--- src/rtl/apb_mem_responder.sv ---
// apb_mem_responder
//   APB completer that terminates transfers from an APB master and backs them
//   with a word-addressed register memory of DEPTH words. Each transfer gets a
//   programmable number of wait states (sampled at setup). Read data, ready and
//   slverr are registered. wren/rden pulse for one cycle after a committed
//   write / completed read, for observation by the memory-bus side.
//
//   Optional feature macro: APB_SLVERR_EN
//     defined   : addr >= DEPTH reports slverr with ready, suppresses the write
//                 (no memory update, no wren), returns rdata = 0; rden still pulses.
//     undefined : slverr tied low, addresses alias modulo DEPTH.
//
// Ports
//   clk         bus clock, rising edge
//   reset       asynchronous active-low reset
//   sel         PSEL
//   enable      PENABLE
//   write       PWRITE (1 = write)
//   addr        PADDR, word address
//   wdata       PWDATA
//   wait_cycles wait states for the next transfer, sampled at setup
//   rdata       PRDATA (registered)
//   ready       PREADY (registered)
//   slverr      PSLVERR (registered, meaningful only with ready)
//   wren        one-cycle pulse after a committed write
//   rden        one-cycle pulse after a completed read
module apb_mem_responder #(
  parameter int DATA_W = 32,
  parameter int ADDR_W = 8,
  parameter int DEPTH  = 16
) (
  input  logic              clk,
  input  logic              reset,
  input  logic              sel,
  input  logic              enable,
  input  logic              write,
  input  logic [ADDR_W-1:0] addr,
  input  logic [DATA_W-1:0] wdata,
  input  logic [3:0]        wait_cycles,
  output logic [DATA_W-1:0] rdata,
  output logic              ready,
  output logic              slverr,
  output logic              wren,
  output logic              rden
);

  localparam int IDX_W = (DEPTH > 1) ? $clog2(DEPTH) : 1;

  typedef enum logic [1:0] {S_IDLE, S_WAIT, S_DONE} state_t;

  state_t              state_q, state_d;
  logic [3:0]          cnt_q, cnt_d;
  logic                wr_q, wr_d;
  logic [ADDR_W-1:0]   addr_q, addr_d;
  logic [DATA_W-1:0]   wdata_q, wdata_d;
  logic                ready_q, ready_d;
  logic                slverr_q, slverr_d;
  logic [DATA_W-1:0]   rdata_q, rdata_d;
  logic                wren_q, wren_d;
  logic                rden_q, rden_d;
  logic [DATA_W-1:0]   mem_q [DEPTH];
  logic                mem_we;

  // Address of the current access: in IDLE the setup edge has not latched it
  // yet, so the live bus address is used; afterwards the latched copy.
  logic [ADDR_W-1:0]   acc_addr;
  logic [IDX_W-1:0]    acc_idx;
  logic                acc_oor;
  logic                err_now;
  logic [DATA_W-1:0]   load_data;

  assign acc_addr = (state_q == S_IDLE) ? addr : addr_q;
  assign acc_idx  = acc_addr[IDX_W-1:0];
  // One extra bit so DEPTH == 2**ADDR_W does not wrap to zero.
  assign acc_oor  = ({1'b0, acc_addr} >= (ADDR_W+1)'(DEPTH));

`ifdef APB_SLVERR_EN
  assign err_now = acc_oor;
`else
  logic unused_oor;
  assign unused_oor = acc_oor;
  assign err_now    = 1'b0;
`endif

  assign load_data = err_now ? '0 : mem_q[acc_idx];

  always_comb begin
    state_d  = state_q;
    cnt_d    = cnt_q;
    wr_d     = wr_q;
    addr_d   = addr_q;
    wdata_d  = wdata_q;
    ready_d  = ready_q;
    slverr_d = slverr_q;
    rdata_d  = rdata_q;
    wren_d   = 1'b0;
    rden_d   = 1'b0;
    mem_we   = 1'b0;

    unique case (state_q)
      S_IDLE: begin
        // enable without a setup phase is not a transfer; ignore it.
        if (sel && !enable) begin
          wr_d    = write;
          addr_d  = addr;
          wdata_d = wdata;
          cnt_d   = wait_cycles;
          if (wait_cycles == 4'd0) begin
            state_d  = S_DONE;
            ready_d  = 1'b1;
            slverr_d = err_now;
            rdata_d  = load_data;
          end else begin
            state_d = S_WAIT;
          end
        end
      end

      S_WAIT: begin
        if (!sel) begin
          state_d  = S_IDLE;
          ready_d  = 1'b0;
          slverr_d = 1'b0;
        end else if (enable) begin
          cnt_d = cnt_q - 4'd1;
          if (cnt_q == 4'd1) begin
            state_d  = S_DONE;
            ready_d  = 1'b1;
            slverr_d = err_now;
            rdata_d  = load_data;
          end
        end
      end

      S_DONE: begin
        if (!sel) begin
          state_d  = S_IDLE;
          ready_d  = 1'b0;
          slverr_d = 1'b0;
        end else if (enable) begin
          if (wr_q) begin
            if (!err_now) begin
              mem_we = 1'b1;
              wren_d = 1'b1;
            end
          end else begin
            rden_d = 1'b1;
          end
          state_d  = S_IDLE;
          ready_d  = 1'b0;
          slverr_d = 1'b0;
        end
      end

      default: begin
        state_d  = S_IDLE;
        ready_d  = 1'b0;
        slverr_d = 1'b0;
      end
    endcase
  end

  always_ff @(posedge clk or negedge reset) begin
    if (!reset) begin
      state_q  <= S_IDLE;
      cnt_q    <= '0;
      wr_q     <= 1'b0;
      addr_q   <= '0;
      wdata_q  <= '0;
      ready_q  <= 1'b0;
      slverr_q <= 1'b0;
      rdata_q  <= '0;
      wren_q   <= 1'b0;
      rden_q   <= 1'b0;
    end else begin
      state_q  <= state_d;
      cnt_q    <= cnt_d;
      wr_q     <= wr_d;
      addr_q   <= addr_d;
      wdata_q  <= wdata_d;
      ready_q  <= ready_d;
      slverr_q <= slverr_d;
      rdata_q  <= rdata_d;
      wren_q   <= wren_d;
      rden_q   <= rden_d;
    end
  end

  always_ff @(posedge clk or negedge reset) begin
    if (!reset) begin
      for (int i = 0; i < DEPTH; i++) mem_q[i] <= '0;
    end else if (mem_we) begin
      mem_q[addr_q[IDX_W-1:0]] <= wdata_q;
    end
  end

  assign rdata  = rdata_q;
  assign ready  = ready_q;
  assign slverr = slverr_q;
  assign wren   = wren_q;
  assign rden   = rden_q;

endmodule

--- config.mk ---
export PLATFORM = sky130hd
export DESIGN_NAME = apb_mem_responder
export DESIGN_NICKNAME = d
export VERILOG_FILES = /design/src/rtl/apb_mem_responder.sv
export SDC_FILE = /design/constraint.sdc
export NUM_CORES = 1
export LEC_CHECK = 0
export BUFFER_PORTS_ARGS = -buffer_cell sky130_fd_sc_hd__buf_2
export CAP_MARGIN = 20
export CORE_ASPECT_RATIO = 0.75
export CORE_MARGIN = 2
export CORE_UTILIZATION = 30
export CTS_BUF_LIST = sky130_fd_sc_hd__clkbuf_4 sky130_fd_sc_hd__clkbuf_8
export CTS_CLUSTER_SIZE = 8
export DETAILED_ROUTE_END_ITERATION = 10
export SLEW_MARGIN = 0
export SYNTH_ARGS = -nofsm -noshare
export SYNTH_HDL_FRONTEND = slang
export SYNTH_SLANG_ARGS = --single-unit
--- constraint.sdc ---
create_clock -name clk -period 4.49 [get_ports clk]
set_input_delay 0.6735 -clock clk [delete_from_list [all_inputs] [get_ports clk]]
set_output_delay 0.6735 -clock clk [all_outputs]
set_load 0.005 [all_outputs]
# ---- Word level (Yosys, flattened, before mapping)
# Cells that the tools add are included.
dict set report op_classes {
  add_sub_neg 1
  eq_ne 11
  n_div 0
  magnitude_cmp 3
  n_mux 47
  reduce_logical 11
  n_bitwise 2
  shifts 0
  multipliers 0
}
# operator count
set op_table {}
lappend op_table {{$bwmux 512} 1}
lappend op_table {{$mux 32} 8}
lappend op_table {{$bmux 32 s4} 1}
lappend op_table {{$demux 32 s4} 1}
lappend op_table {{$pmux 32 s2} 1}
lappend op_table {{$mux 1} 20}
lappend op_table {{$mux 4} 4}
lappend op_table {{$mux 2} 7}
lappend op_table {{$ge 5x5->1 const B} 2}
lappend op_table {{$not 4->5} 2}
lappend op_table {{$ne 3x3->1 const B} 3}
lappend op_table {{$pmux 4 s2} 1}
lappend op_table {{$reduce_and 4->1} 2}
lappend op_table {{$ne 2x2->1 const B} 3}
lappend op_table {{$pmux 1 s3} 2}
lappend op_table {{$pmux 2 s3} 1}
lappend op_table {{$reduce_and 6->1} 1}
lappend op_table {{$lt 5x1->1 const B} 1}
lappend op_table {{$reduce_and 5->1} 1}
lappend op_table {{$eq 4x1->1 const B} 1}
lappend op_table {{$logic_not 4->1} 1}
lappend op_table {{$ne 2x1->1 const B} 2}
lappend op_table {{$sub 4x1->4 const B} 1}
lappend op_table {{$eq 2x1->1 const B} 1}
lappend op_table {{other kinds (6)} 7}
dict set report totals {
  input_bits 49
  rom_bits 0
  n_memories 0
  ramBits 0
  register_bits 591
  latchBits 0
}

# ---- Longest topological paths before layout
dict set report depth {
  word_depth 10
  mapped_depth 10
  mapped_depth_nobuf 7
}

# ---- Worst setup path after synthesis
# Ideal clock, no wire load.
dict set report synth_timing {
  path_kind {input to register}
  start {input addr[1]}
  end {register rdata_q[21], in the netlist rdata[21]}
  arrival_ns 2.043
  stages 8
  setup_slack_ns 2.323
  required_ns 4.366
  setup_ns 0.124
  path_buffers 2
  cell_sequence {or3b_2 nand2_1 buf_4 buf_4 mux2i_1 a32oi_1 a32oi_1 nand2_1}
}
dict set report synth_between {
  elab_chain_cells 9
  elab_cells_between_ends 11
}
# item line_no
set synth_lines {}
lappend synth_lines {{start, declared} 37} ;# input logic [ADDR_W-1:0] addr,
lappend synth_lines {{$mux 4 *} 72} ;# assign acc_addr = (state_q == S_IDLE) ? addr : addr_q;
lappend synth_lines {{$not 4->5 (not written as such) *} 85} ;# assign load_data = err_now ? '0 : mem_q[acc_idx];
lappend synth_lines {{$bmux 32 s4 *} 85}
lappend synth_lines {{$mux 32 (not written as such) * (2 in a row)} 85}
lappend synth_lines {{$mux 32} 126} ;# if (cnt_q == 4'd1) begin
lappend synth_lines {{$mux 32} 124} ;# end else if (enable) begin
lappend synth_lines {{$mux 32} 120} ;# if (!sel) begin
lappend synth_lines {{$pmux 32 s2 *} 100} ;# unique case (state_q)
lappend synth_lines {{end signal, assigned} 183} ;# rdata_q <= rdata_d;
lappend synth_lines {{end, declared} 58} ;# logic [DATA_W-1:0] rdata_q, rdata_d;
# Mark *: on every way between the ends. The rest lies on a longest branch, timed or not. The select of a mux whose other input is x is not followed.
# A chain may end at the register's enable or synchronous reset.

# ---- Final worst setup path
dict set report layout_timing {
  start {register state_q[1]}
  end {register mem_q[94] (netlist name)}
}
dict set report layout_between {
  elab_chain_cells 2
}
# item line_no
set layout_lines {}
lappend layout_lines {{start, declared} 51} ;# state_t state_q, state_d;
lappend layout_lines {{start signal, assigned} 176} ;# state_q <= state_d;
lappend layout_lines {{$eq 2x2->1} 100}
lappend layout_lines {{$mux 1} 100}
lappend layout_lines {{named net mem_we} 62} ;# logic mem_we;
lappend layout_lines {{end signal, assigned by index} 193} ;# mem_q[addr_q[IDX_W-1:0]] <= wdata_q;
lappend layout_lines {{end, declared} 61} ;# logic [DATA_W-1:0] mem_q [DEPTH];
# The timed path passes the listed nets, and every way through them passes these cells.

==> results.yml <==
finish:
  nets: 2254
  antennaDiodeCount: 0
  syn_to_final_growth_pct: 14.1
  fill_cells: 8389
  final_cell_mix: "dfrtp_1 (590), mux2_2 (482), nand2_1 (423)"
  final_util_pct: 34.6
  stdcell_area_sq_mm: 0.0304
  drive_gt1_share_pct: 38.7
  final_common_cell: "dfrtp_1"
timing:
  tightest_slew_ns: 0.964
  setup-violations-final: 0
  period_share_pct: 65.7
  fin_skew_ns: 0.0377
  maxSlewHeadroom_pct: 35.7
  worst_slack_ns: 1.54
  setup_tns_ns: 0
  hold_viol: 0
  rsz0062_at_grt: "false"
  slew_viol_final: 0
  fin_crit_ns: 2.95
  max_freq_mhz: 339
run:
  drv_cap: 0
worst_setup_path:
  critical_path_class: "reg2reg"
  crit_path_end_kind: "register"
  crit_required_ns: 5.05
  cp_max_fo: 17
  critPathLaunchType: "register"
  rrSetupSlack_ns: 1.54
  rr_worst_depth: 7
  cp.arrival_ns: 3.51
  regToRegStartpoint: "state_q[1]"
  rr_endpoint: "mem_q[94]"
cts:
  cts_tree: "yes"
  postCtsSetupRepairBufs: 0
  numCtsBuffers: 100
  clock-root-buffer: "clkbuf_8"
  clk_pin_slew_worst_paths_ns: 0.06
  cts_buffer_depth: 3
  postCtsHoldBufs: 0
  htree_levels: 3
  clk-insertion-delay-late_ns: 0.70
  cts_sinks: 590
  post_cts_resized: 0
pwr:
  power_uw: 16300
  irDropWorstVdd_mv: 0.643
  leakage_uw: 0.0143
  power.density_mw_per_mm2: 537
routing:
  dr.pass1.iters: 5
  vias: 17600
  drt-initial-drc-count: 1410
  drc: 0
  finalWirelength_mm: 72.9
  wl_per_cell_um: 21.2
  avgViaCountPerCell: 5.11
  postRouteAntennaNets: 0
die:
  die-area_sq_mm: 0.0912
  fp-row-count: 94
  die_height_um: 262
  die_w_um: 348
  ioPinCount: 85
  coreArea_sq_mm: 0.0879
  initial_core_util_pct: 30.3
run_status:
  outcome: "complete, no violations"
global_routing:
  grt_usage_pct: 16.0
  antenna_found_initial: 1
  first_global_vias: 18700
  gr-total-overflow: 0
  grt_pass1_wl_mm: 112
  grt_max_degree: 118
synth:
  synth_cells: 2151
  synth_edf_count: 0
  yosysTopAreaCell: "dfrtp_1"
  yosysWarningCount: 0
  syn-num-nets: 2202
  syn_area_per_cell_sq_um: 12.4
  synthDistinctLibCells: 46
  synth_flop_cell: "dfrtp_1"
  syn-cell-area_sq_mm: 0.0266
  ys_ff_latch: 590
  synth_top_area_share_pct: 55.5
  async_flop_share_pct: 100
  synthTopCellsByArea: "dfrtp_1 (55%), mux2_2 (20%), nand2_1 (6.0%)"
  synth.yosys.seq_area_share_pct: 55.5
placement:
  hpwl_mm: 40.3
  routabilityCongestion: 0.781
  dpl_cell_area_sq_mm: 0.0282
  portBuffers: 79
  pre_cts_ws_ns: 1.43
worst_hold_path:
  hold_class: "in2async"
[flip-flops by register name (all words and copies together), names as in the netlist, 2 cells and up]
name and count:
wdata_q 32, state_q 2, addr_q 4, mem_q 512, rdata 32, cnt_q 4
[metrics by stage]
step	hold slack, ns	std cells
floorplan	0.378	2151
global placement	0.466	3253
detailed placement	0.470	3253
CTS	0.106	3436
global route	0.155	3436
finish	0.0937	3436
[cell type report]
cell class | instances | area [sq um] | share of cell area [%]
clock buffers | 170 | 2060 | 6.77
flip-flops and latches | 590 | 14800 | 48.6
multi-input cells | 1379 | 11000 | 36.4
repair buffers | 126 | 958 | 3.15
clock inverters | 13 | 97.6 | 0.321
well taps | 1152 | 1440 | 4.74
inverters | 6 | 22.5 | 0.0741
[synth_stat cells, types with 2 or more instances]
| cell type | count |
|---|---|
| nor2_2 | 2 |
| buf_12 | 6 |
| dfrtp_1 | 590 |
| or4_1 | 2 |
| a21oi_1 | 2 |
| o21ai_0 | 5 |
| mux2i_1 | 66 |
| a311oi_1 | 2 |
| mux2_1 | 7 |
| nand2_1 | 428 |
| or3b_2 | 2 |
| inv_1 | 5 |
| a32oi_1 | 96 |
| nand3_1 | 102 |
| nor2_1 | 24 |
| nor3_2 | 3 |
| nand2b_1 | 4 |
| ha_1 | 2 |
| buf_4 | 15 |
| buf_6 | 2 |
| nand4_1 | 16 |
| a31oi_1 | 49 |
| clkbuf_1 | 81 |
| nand3b_1 | 4 |
| buf_2 | 69 |
| buf_1 | 3 |
| mux2_4 | 60 |
| nor3_1 | 5 |
| mux2_2 | 482 |
[cell families after synthesis]
logic type,Yosys count,synth area share [%]
muxes,615,26.5
and+or+nand+nor,601,9.59
DFF,590,55.5
buffers and inverters,182,3.52
AOI/OAI and AO/OA,159,4.74
adders and majority gates,2,0.0940
other,1,0.0141
xor gates and xnor gates,1,0.0329
[per-layer routing]
metal  GRT usage (%)  routed length [um]
met1            20.4               32200
met2            26.8               34600
met3            3.52                4360
met4            5.44                1810
met5               0                   0
[critical path: stages, from the launching register on]
cell and delay (ns):
dfrtp_1 0.49, nor2b_4 0.27, nand4_4 0.17, inv_2 0.10
nand3_1 0.31, nor2_4 0.78, buf_4 0.35, mux2_2 0.35
[worst max-delay path by stage]
stage | cells past startpoint | start | endpoint | slack, ns
floorplan | 8 | addr[1] | rdata[21] | 2.32
global placement | 8 | enable | rdata[0] | 1.48
detailed placement | 8 | enable | rdata[0] | 1.43
CTS | 7 | state_q[1] | mem_q[65] | 1.56
global route | 7 | state_q[1] | mem_q[94] | 1.43
finish | 7 | state_q[1] | mem_q[94] | 1.54
[power by group]
part / switching [uW] / leakage [uW] / internal (uW) / total [uW]
Combinational: 2840 / 0.00500 / 1480 / 4310
Clock: 2180 / 0.00116 / 2880 / 5060
Sequential: 1050 / 0.00811 / 5900 / 6950
Power figures use the tool's default switching activity.
